**src/rtl/abr_prim_arbiter_wrr.sv**
```systemverilog
`default_nettype none
// ============================================================================
// Module   : abr_prim_arbiter_wrr
// Brief    : N:1 weighted round-robin arbiter; a winner keeps the grant for
//            up to weight_i[j]+1 accepted transfers, decision locked on stall.
// Revision : 1.0 - initial release
// ============================================================================
module abr_prim_arbiter_wrr #(
  parameter int N          = 8,
  parameter int DW         = 32,
  parameter int WW         = 4,
  parameter bit EnDataPort = 1'b1,
  localparam int IdxW      = (N > 1) ? $clog2(N) : 1
) (
  input  logic                   clk_i,
  input  logic                   rst_i,
  input  logic                   req_chk_i,
  input  logic [N-1:0]           req_i,
  input  logic [N-1:0][WW-1:0]   weight_i,
  input  logic [N-1:0][DW-1:0]   data_i,
  output logic [N-1:0]           gnt_o,
  output logic [IdxW-1:0]        idx_o,
  output logic                   valid_o,
  output logic [DW-1:0]          data_o,
  output logic                   last_o,
  input  logic                   ready_i
);

  if (N == 1) begin : g_single
    logic w_unused_single;
    assign w_unused_single = ^{clk_i, rst_i, req_chk_i, weight_i};
    assign valid_o = req_i[0];
    assign gnt_o   = req_i[0] & ready_i;
    assign idx_o   = '0;
    assign last_o  = req_i[0];
    assign data_o  = EnDataPort ? (req_i[0] ? data_i[0] : '0) : '1;
  end else begin : g_multi
    logic [IdxW-1:0] r_cur;
    logic [WW-1:0]   r_cnt;
    logic            r_own;
    logic            r_hold;
    logic            r_hnew;

    logic            w_valid;
    logic            w_hold_win;
    logic            w_burst_win;
    logic            w_new;
    logic            w_hi_vld;
    logic [IdxW-1:0] w_hi;
    logic [IdxW-1:0] w_lo;
    logic [IdxW-1:0] w_idx;
    logic            w_last;

    always_comb begin
      w_valid     = |req_i;
      w_hold_win  = r_hold & req_i[r_cur];
      w_burst_win = r_own & req_i[r_cur] & (r_cnt != '0);
      w_hi_vld    = 1'b0;
      w_hi        = '0;
      w_lo        = '0;
      // Descending scan: the last hit is the lowest index in each class.
      for (int j = N - 1; j >= 0; j--) begin
        if (req_i[j]) begin
          w_lo = IdxW'(j);
          if (j > int'(r_cur)) begin
            w_hi     = IdxW'(j);
            w_hi_vld = 1'b1;
          end
        end
      end
      if (w_hold_win || w_burst_win) begin
        w_idx = r_cur;
      end else begin
        w_idx = w_hi_vld ? w_hi : w_lo;
      end
      // A held new pick still owes its credit load on the eventual accept.
      w_new  = w_hold_win ? r_hnew : ~w_burst_win;
      w_last = w_valid & (w_new ? (weight_i[w_idx] == '0) : (r_cnt <= WW'(1)));
    end

    assign valid_o = w_valid;
    assign idx_o   = w_idx;
    assign last_o  = w_last;
    assign gnt_o   = (w_valid & ready_i & ~rst_i) ? ({{(N-1){1'b0}}, 1'b1} << w_idx) : '0;
    assign data_o  = EnDataPort ? (w_valid ? data_i[w_idx] : '0) : '1;

    always_ff @(posedge clk_i or posedge rst_i) begin
      if (rst_i) begin
        r_cur  <= IdxW'(N - 1);
        r_cnt  <= '0;
        r_own  <= 1'b0;
        r_hold <= 1'b0;
        r_hnew <= 1'b0;
      end else if (w_valid && ready_i) begin
        r_hold <= 1'b0;
        r_hnew <= 1'b0;
        r_cur  <= w_idx;
        if (w_new) begin
          r_cnt <= weight_i[w_idx];
          r_own <= (weight_i[w_idx] != '0);
        end else if (r_cnt != '0) begin
          r_cnt <= r_cnt - WW'(1);
          r_own <= (r_cnt != WW'(1));
        end else begin
          r_own <= 1'b0;
        end
      end else if (w_valid) begin
        r_hold <= 1'b1;
        r_hnew <= w_new;
        r_cur  <= w_idx;
      end else begin
        r_hold <= 1'b0;
        r_hnew <= 1'b0;
        r_own  <= 1'b0;
      end
    end

    a_onehot : assert property (@(posedge clk_i) disable iff (rst_i) $onehot0(gnt_o));
    a_gnt_ok : assert property (@(posedge clk_i) disable iff (rst_i)
                                (gnt_o != '0) |-> (ready_i && valid_o && gnt_o[idx_o]));
    a_data   : assert property (@(posedge clk_i) disable iff (rst_i)
                                valid_o |-> (data_o == (EnDataPort ? data_i[idx_o] : '1)));
    a_lock   : assert property (@(posedge clk_i) disable iff (rst_i)
                                (req_chk_i && valid_o && !ready_i) |=>
                                ((idx_o == $past(idx_o)) || !req_i[$past(idx_o)]));
    // A burst that has credit left must continue while the owner still requests.
    a_burst  : assert property (@(posedge clk_i) disable iff (rst_i)
                                (valid_o && ready_i && !last_o) |=>
                                ((idx_o == $past(idx_o)) || !req_i[$past(idx_o)]));
  end

endmodule
`default_nettype wire
```
**config.mk**
```make
export PLATFORM = sky130hd
export DESIGN_NAME = abr_prim_arbiter_wrr
export DESIGN_NICKNAME = d
export VERILOG_FILES = /design/src/rtl/abr_prim_arbiter_wrr.sv
export SDC_FILE = /design/constraint.sdc
export NUM_CORES = 1
export LEC_CHECK = 0
export BUFFER_PORTS_ARGS = -buffer_cell sky130_fd_sc_hd__buf_2
export CORE_AREA = 8 8 127 129
export CTS_CLUSTER_SIZE = 16
export DETAILED_ROUTE_END_ITERATION = 8
export DIE_AREA = 0 0 135 137
export GPL_TIMING_DRIVEN = 0
export PLACE_DENSITY = 0.65
export SLEW_MARGIN = 15
export SYNTH_ARGS = -nofsm -noshare
export SYNTH_HDL_FRONTEND = slang
export SYNTH_SLANG_ARGS = --single-unit
```
**constraint.sdc**
```tcl
create_clock -name clk_i -period 3.78 [get_ports clk_i]
set_input_delay 0.378 -clock clk_i [delete_from_list [all_inputs] [get_ports clk_i]]
set_output_delay 0.378 -clock clk_i [all_outputs]
set_load 0.02 [all_outputs]
```
==> results of run 1 <==
[repair_timing]
action	CTS	global route
setup buffers	1	1
endpoints found under the hold margin	0	0
setup endpoints to repair	41	36
pin swaps	1	3
gates resized for setup	47	41
[area by class of cell]
type / instances / area [sq um] / share of cell area
plain buffers: 45 / 297.8 / 0.05175
inverters: 10 / 37.54 / 0.006523
well taps: 184 / 230.2 / 0.04001
clock buffers: 4 / 88.84 / 0.01544
flip-flops and latches: 10 / 254.0 / 0.04414
repair buffers: 345 / 1734 / 0.3014
multi-input cells: 396 / 3112 / 0.5408
[registers in the layout, summed over array words and instances, names as in the netlist]
name / count
g_multi.r_cnt: 4
g_multi.r_cur: 3
g_multi.r_hnew: 1
g_multi.r_hold: 1
g_multi.r_own: 1
[kinds of logic after synthesis]
logic type	after synthesis
flops	10
compound gates	134
mux	114
buf+inv	56
simple gates	145
fa+ha+maj	3
[per-layer routing]
layer	up-vias	global-route usage	share of wire
met5	-	0	0
met4	0	0.03886	0.014
met3	27	0.04405	0.081
met2	268	0.3837	0.51
met1	2446	0.2580	0.40
li1	2452	-	-
[worst paths after layout]
kind | endpoint | cells past startpoint
setup / recovery | last_o | 10
hold / removal | g_multi.r_cnt[0]$_DFFE_PP0P_ | 2
setup reg to reg | g_multi.r_own$_DFFE_PP0N_ | 9
hold reg to reg | g_multi.r_own$_DFFE_PP0N_ | 1
max in group asynchronous | g_multi.r_cur[1]$_DFFE_PP1P_ | 2
min in group clk_i | g_multi.r_hnew$_DFF_PP0_ | 2
[stage by stage]
stage          hold WS, ps    util  setup TNS (ps)
2_1_floorplan        216.0       -               0
6_report             141.5  0.4051               0
3_5_place_dp         395.3  0.3827           -9951
4_1_cts              143.8  0.3978          -19.93
3_3_place_gp         397.9  0.3827          -11130
5_1_grt              181.1  0.4051          -72.08
[synthesized netlist by cell type (3+ instances only)]
cell type  count
a211oi_1      33
a21oi_1       40
a32o_1        33
buf_1          3
buf_2         14
clkbuf_1      27
dfrtp_1        7
dfstp_2        3
ha_1           3
inv_1          7
inv_2          3
mux2i_1      102
mux4_2         9
nand2_1       75
nand2b_1       4
nand3b_1       3
nor2_1        13
nor2b_1       32
nor3_1         6
o21ai_0        4
==> qor.yml, run 1 <==
global_routing:
  antenna_found_initial: 0
  overflow: 0
  grt_max_degree: 11
  first_global_vias: 5517
  grt_pass1_wl_mm: 30.85
  track_usage: 0.2135
yosys:
  synth_cells: 462
  synthMuxAreaShare: 0.3612
  synth_top_family_by_area: "multiplexers"
  synth_area_per_cell_sq_um: 7.551
  seq_area_frac_synth: 0.07281
  synth.distinct_cells: 52
  yosys.area_share.adder: 0.01076
  synth_area_leader_cell: "mux2i_1"
  synth-compound-area-share: 0.2869
  synth_top_cell_area_share: 0.2927
  synth_warnings: 0
  ys_ff_latch: 10
  synth_nets: 765
  synth_flop_cell: "dfrtp_1"
  synth.cell_area_sq_um: 3488
  ys_top_cells_by_area: "mux2i_1 (29%), a32o_1 (9.5%), nand2_1 (8.1%), a211oi_1 (7.1%), mux4_2 (5.8%)"
  yosys.area_share.simple: 0.1998
  post_synth_xor_area_fraction: 0
  synthArstFlopShare: 1.000
  synth_edf_count: 0
setup_path:
  r2r-start: "g_multi.r_cur[2]$_DFFE_PP1P_"
  cp_top_family: "multiplexers"
  worstPathMaxFanout: 9
  worstSetupStartpointType: "register"
  cp-end-kind: "primary output"
  path_buf_inv: 2
  slowest_stage: "dfstp_2"
  arrival_ps: 3360
  crit_start: "g_multi.r_cur[2]$_DFFE_PP1P_"
  slowest_delay_ps: 600
  path_common_cell: "mux4_2"
  worst-setup-path-type: "reg2out"
  cp.required_ps: 3400
  r2r_setup_slack_ps: 640
  worstPathCellList: "mux4_2 -> nand2_2 -> a21oi_4 -> o32a_1 -> buf_6 -> mux4_2 -> mux2i_2 -> o2111ai_2 -> a21oi_2 -> buf_4"
route:
  via_count: 5193
  routed_wl_mm: 21.60
  vias_per_cell: 5.224
  drt_first_pass_iters: 5
  drt_iter0_drc: 401
  wl_per_cell_microns: 21.73
  drc_errors: 0
  ant_nets: 0
finish:
  mostFrequentLayoutCells: "buf_2 (343), mux2i_1 (98), nand2_1 (74)"
  area_growth_pct: 64.96
  mostFrequentLayoutCell: "buf_2"
  final_area_sq_um: 5754
  diodes: 0
  finalNonFillerCells: 994
  nets: 1114
  nFillCells: 1558
  layout-drive-gt1-share: 0.5358
sta:
  fmax_mhz: 267.3
  max_slew_margin: 0.5224
  grt_setup_unrepaired: "yes"
  fin_crit_ps: 3741
  worst_slew_pin_slew_ps: 713.0
  setup_slack_ps: 39.19
  final_max_slew_viol_count: 0
  clock_skew_ps: 1.789
  final-hold-violation-count: 0
  setup_violations: 0
  fin_crit_sh: 0.9896
floorplanning:
  die_h_microns: 137
  io_pins: 345
  coreArea_sq_um: 14200
  die_w_microns: 135
  die_area_sq_um: 18500
  fp-row-count: 44
  start_util: 0.2456
cts:
  cts_sinks: 10
  numCtsBuffers: 3
  cts_tree: "yes"
  hold_buffers: 0
  cts.htree.levels: 1
  clock_latency_ps: 240
  clk_path_buf_depth: 2
  clkTransAtPathRegs_ps: 40
  cts-root-buf: "clkbuf_16"
placed_design:
  place.gp.congestion: 0.9240
  dpl.hpwl_mm: 17.94
  place_ws_ps: -469.7
  dp.cells: 989
  portBuffers: 343
  post_dp_cell_area_sq_um: 5435
status:
  status: "finished clean"
min_path:
  min_path_type: "in2async"
flow_run:
  maxCapViolations: 0
Power of run 1 is not shown: default switching activity piles up to over one toggle a cycle in this logic, so the estimate is an artifact.
==> run 2: changes to the inputs <==
ABC_AREA = 1   (was not set)
PLACE_DENSITY = 0.62   (was 0.65)
SETUP_SLACK_MARGIN = 0.4   (was not set)
==> run 2 against run 1 <==
Flip-flop and latch count unchanged. Worst hold slack lost 12 ps. Global-route usage grew 2.3 points. Design area is 1.6% higher. Fmax rose by 12%. Die area did not move. Clock skew grew 2.9 ps. Area after synthesis shrank 11%. Via count up 6.1%. Clock-buffer cell count unchanged. Critical path depth rose by 3. Synthesized cell count increased by 15%.
==> qor.yml, run 2 <==
floorplanning:
  die_area_sq_um: 18500  # unchanged
  die_w_microns: 135  # unchanged
  coreArea_sq_um: 14200  # unchanged
  die_h_microns: 137  # unchanged
  fp-row-count: 44  # unchanged
  start_util: 0.2182  # -0.02740
  io_pins: 345  # unchanged
global_routing:
  track_usage: 0.2369  # +0.02336
  overflow: 0  # unchanged
  grt_max_degree: 11  # unchanged
  antenna_found_initial: 2  # +2
  grt_pass1_wl_mm: 33.17  # +7.5%
  first_global_vias: 5550  # +0.60%
setup_path:
  cp-end-kind: "primary output"
  ff2ff_path_depth: 20  # +11
  reg2reg_to: "g_multi.r_cnt[0]$_DFFE_PP0P_"
  worstSetupStartpointType: "register"
  setup.worst_path.end: "data_o[19]"
  worstPathMaxFanout: 10  # +1
  cp.required_ps: 3400  # about the same
  crit_start: "g_multi.r_cur[2]$_DFFE_PP1P_"
  r2r_setup_slack_ps: 1200  # +560 ps
  worst-setup-path-type: "reg2out"
  r2r-start: "g_multi.r_cur[2]$_DFFE_PP1P_"
  arrival_ps: 2960  # -400 ps
sta:
  final-hold-violation-count: 0  # unchanged
  fin_crit_ps: 3339  # -401.6 ps
  fmax_mhz: 299.5  # +12%
  fin_crit_sh: 0.8834  # -0.1062
  max_slew_margin: 0.6945  # +0.1721
  clock_skew_ps: 4.704  # +2.915 ps
  worst_slew_pin_slew_ps: 458.2  # -254.8 ps
  holdWs_ps: 129.4  # -12.03 ps
  setup_violations: 0  # unchanged
  grt_setup_unrepaired: "yes"
  final_max_slew_viol_count: 0  # unchanged
  setup_tns_ps: 0  # unchanged
finish:
  mostFrequentLayoutCells: "buf_2 (331), nand2_1 (115), nor2_1 (71)"
  largest_reg_flops: 4  # unchanged
  nets: 1206  # +8.3%
  top_regs: "g_multi.r_cnt: 4 flops, g_multi.r_cur: 3 flops"
  largest-register: "g_multi.r_cnt"
  finalNonFillerCells: 1089  # +9.6%
  mostFrequentLayoutCell: "buf_2"
  layout-drive-gt1-share: 0.5466  # +0.01076
  area_growth_pct: 88.62
route:
  wl_per_cell_microns: 22.39  # +3.0%
  drc_errors: 0  # unchanged
  via_count: 5509  # +6.1%
  drt_iter0_drc: 298  # -26%
  routed_wl_mm: 24.38  # +13%
  vias_per_cell: 5.059  # -3.2%
  drt_first_pass_iters: 4  # -1
  ant_nets: 0  # unchanged
yosys:
  synth_top_family_by_area: "compound AO/OA/AOI/OAI gates"
  synth_top_cell_area_share: 0.1647  # -0.1280
  synth_nets: 835  # +9.2%
  synth.most_common_cell: "nand2_1"
  ys_top_cells_by_area: "nand2_1 (16%), o22ai_1 (14%), nor2_1 (9.2%), dfrtp_1 (5.7%), o21ai_0 (4.2%)"
  yosys.area_share.adder: 0.01211  # +0.001351
  synth_edf_count: 0  # unchanged
  synth_area_per_cell_sq_um: 5.826  # -23%
  synthMuxAreaShare: 0  # -0.3612
  synth_cells: 532  # +15%
  synthArstFlopShare: 1.000  # unchanged
  synth.distinct_cells: 46  # -12%
  seq_area_frac_synth: 0.08195  # +0.009142
  synth.cell_area_sq_um: 3099  # -11%
  ys_ff_latch: 10  # unchanged
  ys_top_cells_by_count: "nand2_1 (136), nor2_1 (76), o22ai_1 (69), inv_1 (26), o21ai_0 (26)"
  synth_flop_cell: "dfrtp_1"
  synth_area_leader_cell: "nand2_1"
  yosys.area_share.simple: 0.3738  # +0.1741
  post_synth_xor_area_fraction: 0.005652  # +0.005652
  synth_warnings: 0  # unchanged
  synth-compound-area-share: 0.3973  # +0.1103
cts:
  cts_tree: "yes"
  numCtsBuffers: 3  # unchanged
  clkTransAtPathRegs_ps: 50  # about the same
  clk_path_buf_depth: 2  # unchanged
  hold_buffers: 0  # unchanged
  cts_sinks: 10  # unchanged
  cts-root-buf: "clkbuf_16"
  clock_latency_ps: 240  # about the same
  cts.htree.levels: 1  # unchanged
placed_design:
  dpl.hpwl_mm: 20.06  # +12%
  place.gp.congestion: 0.9091  # -1.6%
  portBuffers: 343  # unchanged
  dp.cells: 1059  # +7.1%
min_path:
  min_path_type: "in2async"
flow_run:
  maxCapViolations: 0  # unchanged
status:
  status: "finished clean"
run 2: cell count changes after synthesis, sizes merged, moves of 24 or more:
cell | before | now
mux2i | 103 | 0
o22ai | 2 | 69
nand2 | 75 | 141
nor2 | 13 | 78
a211oi | 33 | 0
a32o | 33 | 0
nor2b | 32 | 0
a21oi | 41 | 10
o21ai | 6 | 35
inv | 10 | 35
clkbuf | 27 | 3
run 2: cell type report:
class	instances	area, sq um
buffer	38	422.9
tap	184	230.2
sequential	10	254.0
fill	1571	8358
inverter	36	152.6
timing repair buffer	366	1991
clock buffer	4	88.84
multi-input combinational	448	2699
antenna	3	7.507
run 2: kinds of logic (layout without fill, tap and decap cells):
family,count (synthesis),count (layout)
xor+xnor,2,2
compound gates,173,173
buf+inv,74,444
other cells,0,3
fa+ha+maj,3,3
simple gates,270,270
flops,10,10
run 2: worst max-delay path, cell delays in order, from the launching register on:
cell	delay, ps
dfstp_2	660
inv_4	80
o21ai_2	140
nand3_2	100
nand2_2	90
nand3_4	140
o21ai_4	320
nor2_2	80
inv_2	100
buf_4	210
buf_6	200
o22ai_1	100
o31ai_2	300
buf_4	210
run 2: how the worst min path moves through the flow:
stage	start	end	cells past startpoint
floorplan	rst_i	g_multi.r_cnt[0]$_DFFE_PP0P_	1
global placement	rst_i	g_multi.r_cnt[1]$_DFFE_PP0P_	2
finish	rst_i	g_multi.r_cnt[3]$_DFFE_PP0P_	2
CTS	rst_i	g_multi.r_cnt[1]$_DFFE_PP0P_	2
global route	rst_i	g_multi.r_hnew$_DFF_PP0_	2
detailed placement	rst_i	g_multi.r_cnt[1]$_DFFE_PP0P_	2
run 2: layer usage:
layer  track usage  wire [microns]  vias up
met4       0.03763             283        0
met1        0.3063           10320     2558
met3       0.05910            1926       24
met5             0               0        -
met2        0.3945           11850      283
li1              -               -     2644
run 2: repair_timing:
action | in CTS | in global routing
cloned | 0 | 3
setup buffers | 1 | 19
pin swaps | 4 | 29
endpoints found under the hold margin | 0 | 0
setup endpoints to repair | 31 | 33
resized for setup | 28 | 105
run 2: through the flow:
step	utilization	worst slack (ps)	cell area, sq um
finish	0.4116	440.7	5846
global route	0.4114	304.8	5843
CTS	0.3687	396.1	5238
detailed placement	0.3553	379.6	5046
global placement	0.3553	335.4	5046
floorplan	-	862.6	3099
Power of run 2 is left out for the same reason.
==> run 3: changes to the inputs <==
--- a/constraint.sdc
+++ b/constraint.sdc
@@ -3,2 +3,2 @@
 set_output_delay 0.378 -clock clk_i [all_outputs]
-set_load 0.02 [all_outputs]
+set_load 0.005 [all_outputs]
==> run 3 against run 2 <==
Flip-flop and latch count unchanged. First-iteration DRC count rose by 21%. Clock-buffer cell count did not move. Sequential share of layout area rose by 0.29 points. Setup slack improved by 49 ps. Critical path type unchanged.
==> qor.yml, run 3 (synthesis results as in run 2) <==
placed_design:
  place.gp.congestion: 0.9091  # unchanged
  dpl.hpwl_mm: 20.06  # unchanged
  post_dp_cell_area_sq_um: 5046  # unchanged
  dp.cells: 1059  # unchanged
  place_ws_ps: 411.2  # +31.64 ps
  portBuffers: 343  # unchanged
sta:
  fmax_mhz: 303.9  # +1.5%
  fin_crit_sh: 0.8705  # -0.01285
  fin_crit_ps: 3291  # -48.59 ps
  setup_tns_ps: 0  # unchanged
  clock_skew_ps: 1.974  # -2.730 ps
  grt_setup_unrepaired: "yes"
  worst_slew_pin_slew_ps: 463.0  # +4.709 ps
  final_max_slew_viol_count: 0  # unchanged
  setup_violations: 0  # unchanged
  setup_slack_ps: 489.3  # +48.58 ps
  max_slew_margin: 0.6914  # -0.003139
  final-hold-violation-count: 0  # unchanged
floorplanning:
  fp-row-count: 44  # unchanged
  io_pins: 345  # unchanged
  die_h_microns: 137  # unchanged
  start_util: 0.2182  # unchanged
  coreArea_sq_um: 14200  # unchanged
  die_w_microns: 135  # unchanged
  die_area_sq_um: 18500  # unchanged
setup_path:
  cp-end-kind: "primary output"
  path_buf_inv: 4  # -1
  worstPathCellList: "inv_4 -> o21ai_2 -> nand3_1 -> nand2_2 -> nand3_4 -> o21ai_4 -> clkinv_4 -> nand2_2 -> buf_8 -> or2_2 -> o21ai_0 -> o41ai_4 -> buf_2"
  arrival_ps: 2910  # -50 ps
  path_common_cell: "nand2_2"
  cp_top_family: "compound AO/OA/AOI/OAI gates"
  r2r_setup_slack_ps: 1200  # about the same
  slowest_delay_ps: 610  # -50 ps
  slowest_stage: "dfstp_2"
  worstSetupStartpointType: "register"
  worstPathMaxFanout: 10  # unchanged
  cp.required_ps: 3400  # about the same
  worst-setup-path-type: "reg2out"
finish:
  largest-register: "g_multi.r_cnt"
  nets: 1194  # -1.0%
  mostFrequentLayoutCells: "buf_2 (347), nand2_1 (129), nor2_1 (71)"
  area_growth_pct: 76.95
  mostFrequentLayoutCell: "buf_2"
  largest_reg_flops: 4  # unchanged
  nFillCells: 1613  # +2.7%
  layout-drive-gt1-share: 0.5157  # -0.03083
  finalNonFillerCells: 1077  # -1.1%
  final_area_sq_um: 5484  # -6.2%
  top_regs: "g_multi.r_cnt: 4 flops, g_multi.r_cur: 3 flops"
route:
  vias_per_cell: 4.990  # -1.4%
  routed_wl_mm: 24.01  # -1.5%
  drt_first_pass_iters: 4  # unchanged
  ant_nets: 0  # unchanged
  drc_errors: 0  # unchanged
  wl_per_cell_microns: 22.29  # -0.43%
  drt_iter0_drc: 361  # +21%
  via_count: 5374  # -2.5%
power_and_ir_drop:
  power_switching_w: 0.005198
  power_frac_clock: 0.024
  p_sw_frac: 0.5849
  power_density_nw_per_um2: 1621
  p_comb_frac: 0.951
  power_frac_seq: 0.025
  power_w: 0.008888
  p_int_w: 0.003690
  leakagePower_nw: 2.961
  irDropWorstVdd_mv: 0.5660
cts:
  cts_sinks: 10  # unchanged
  clk_path_buf_depth: 2  # unchanged
  numCtsBuffers: 3  # unchanged
  clock_latency_ps: 240  # about the same
  cts-root-buf: "clkbuf_16"
  cts_tree: "yes"
  clkTransAtPathRegs_ps: 40  # about the same
  cts.htree.levels: 1  # unchanged
  hold_buffers: 0  # unchanged
min_path:
  min_path_type: "in2async"
global_routing:
  grt_max_degree: 11  # unchanged
  overflow: 0  # unchanged
  track_usage: 0.2365  # -0.0003855
  first_global_vias: 5528  # -0.40%
  antenna_found_initial: 2  # unchanged
  grt_pass1_wl_mm: 33.10  # -0.21%
flow_run:
  maxCapViolations: 0  # unchanged
status:
  status: "finished clean"
[run 3: cell count changes in the layout (fill, tap and decap cells not counted), moves of 5 or more]
| cell | before | now |
|---|---|---|
| buf_8 | 8 | 3 |
| nand2_2 | 20 | 9 |
| buf_4 | 38 | 17 |
| nand2_1 | 115 | 129 |
| buf_2 | 331 | 347 |
[run 3: per-layer routing]
layer  global-route usage  share of wire  up-vias
li1                     -              -     2619
met1               0.3063           0.43     2470
met2               0.3942           0.48      267
met3              0.05874          0.082       18
met4              0.03578          0.010        0
met5                    0              0        -
[run 3: worst register-to-register path, cell delays in order (launching register included)]
cell and delay, ps:
dfstp_2 520, buf_6 120, nand2_2 80, nand3_2 90, nand2_1 60, nor2_2 140, nand2_1 90, inv_2 60
nand2_1 80, nand3_4 100, nand2_8 80, buf_4 140, buf_6 140, nand2_1 90, nand2_1 60, nand2_1 50
nand3_1 60, nand2_1 80, nand2_1 80, nor2_2 180, nand2_2 80, nand2_1 60, nand2_1 40
[run 3: what timing repair did]
action | 4_1_cts | 5_1_grt
setup buffers | 0 | 10
pin swaps | 2 | 20
resized for setup | 15 | 57
setup endpoints to repair | 29 | 32
cloned | 0 | 1
[run 3: per-stage QoR]
step / hold WS, ps / util
final: 136.2 / 0.3861
after global placement: 392.9 / 0.3553
after detailed placement: 399.8 / 0.3553
after global routing: 158.0 / 0.3859
after floorplan: 216.0 / -
after CTS: 152.3 / 0.3654
[run 3: power groups by stage]
stage          registers, W  clock network (W)  logic [W]
2_1_floorplan      0.000209                  0    0.00441
3_3_place_gp       0.000219                  0    0.00751
3_5_place_dp       0.000220                  0    0.00752
4_1_cts            0.000219           0.000215    0.00771
5_1_grt            0.000230           0.000222    0.00911
6_report           0.000223           0.000214    0.00845
[run 3: area by class of cell]
cell class | instances | area (sq um) | share of cell area
sequential | 10 | 254.0 | 0.04632
inverter | 36 | 150.1 | 0.02738
multi-input combinational | 448 | 2556 | 0.4661
timing repair buffer | 354 | 1817 | 0.3313
antenna | 3 | 7.507 | 0.001369
tap | 184 | 230.2 | 0.04198
buffer | 38 | 380.4 | 0.06936
clock buffer | 4 | 88.84 | 0.01620
[run 3: path summary, 6_finish.rpt]
check                                             start                      endpoint  depth (start not counted)
max                        g_multi.r_cur[2]$_DFFE_PP1P_                     data_o[8]                         13
min in group clk_i                              ready_i      g_multi.r_hold$_DFF_PP0_                          2
max reg2reg                g_multi.r_cur[1]$_DFFE_PP1P_     g_multi.r_own$_DFFE_PP0N_                         22
max in group asynchronous                         rst_i  g_multi.r_cur[1]$_DFFE_PP1P_                          2
min reg2reg                   g_multi.r_own$_DFFE_PP0N_     g_multi.r_own$_DFFE_PP0N_                          2
min                                               rst_i  g_multi.r_cnt[1]$_DFFE_PP0P_                          2
No activity file was read; power rests on OpenSTA's default activity.
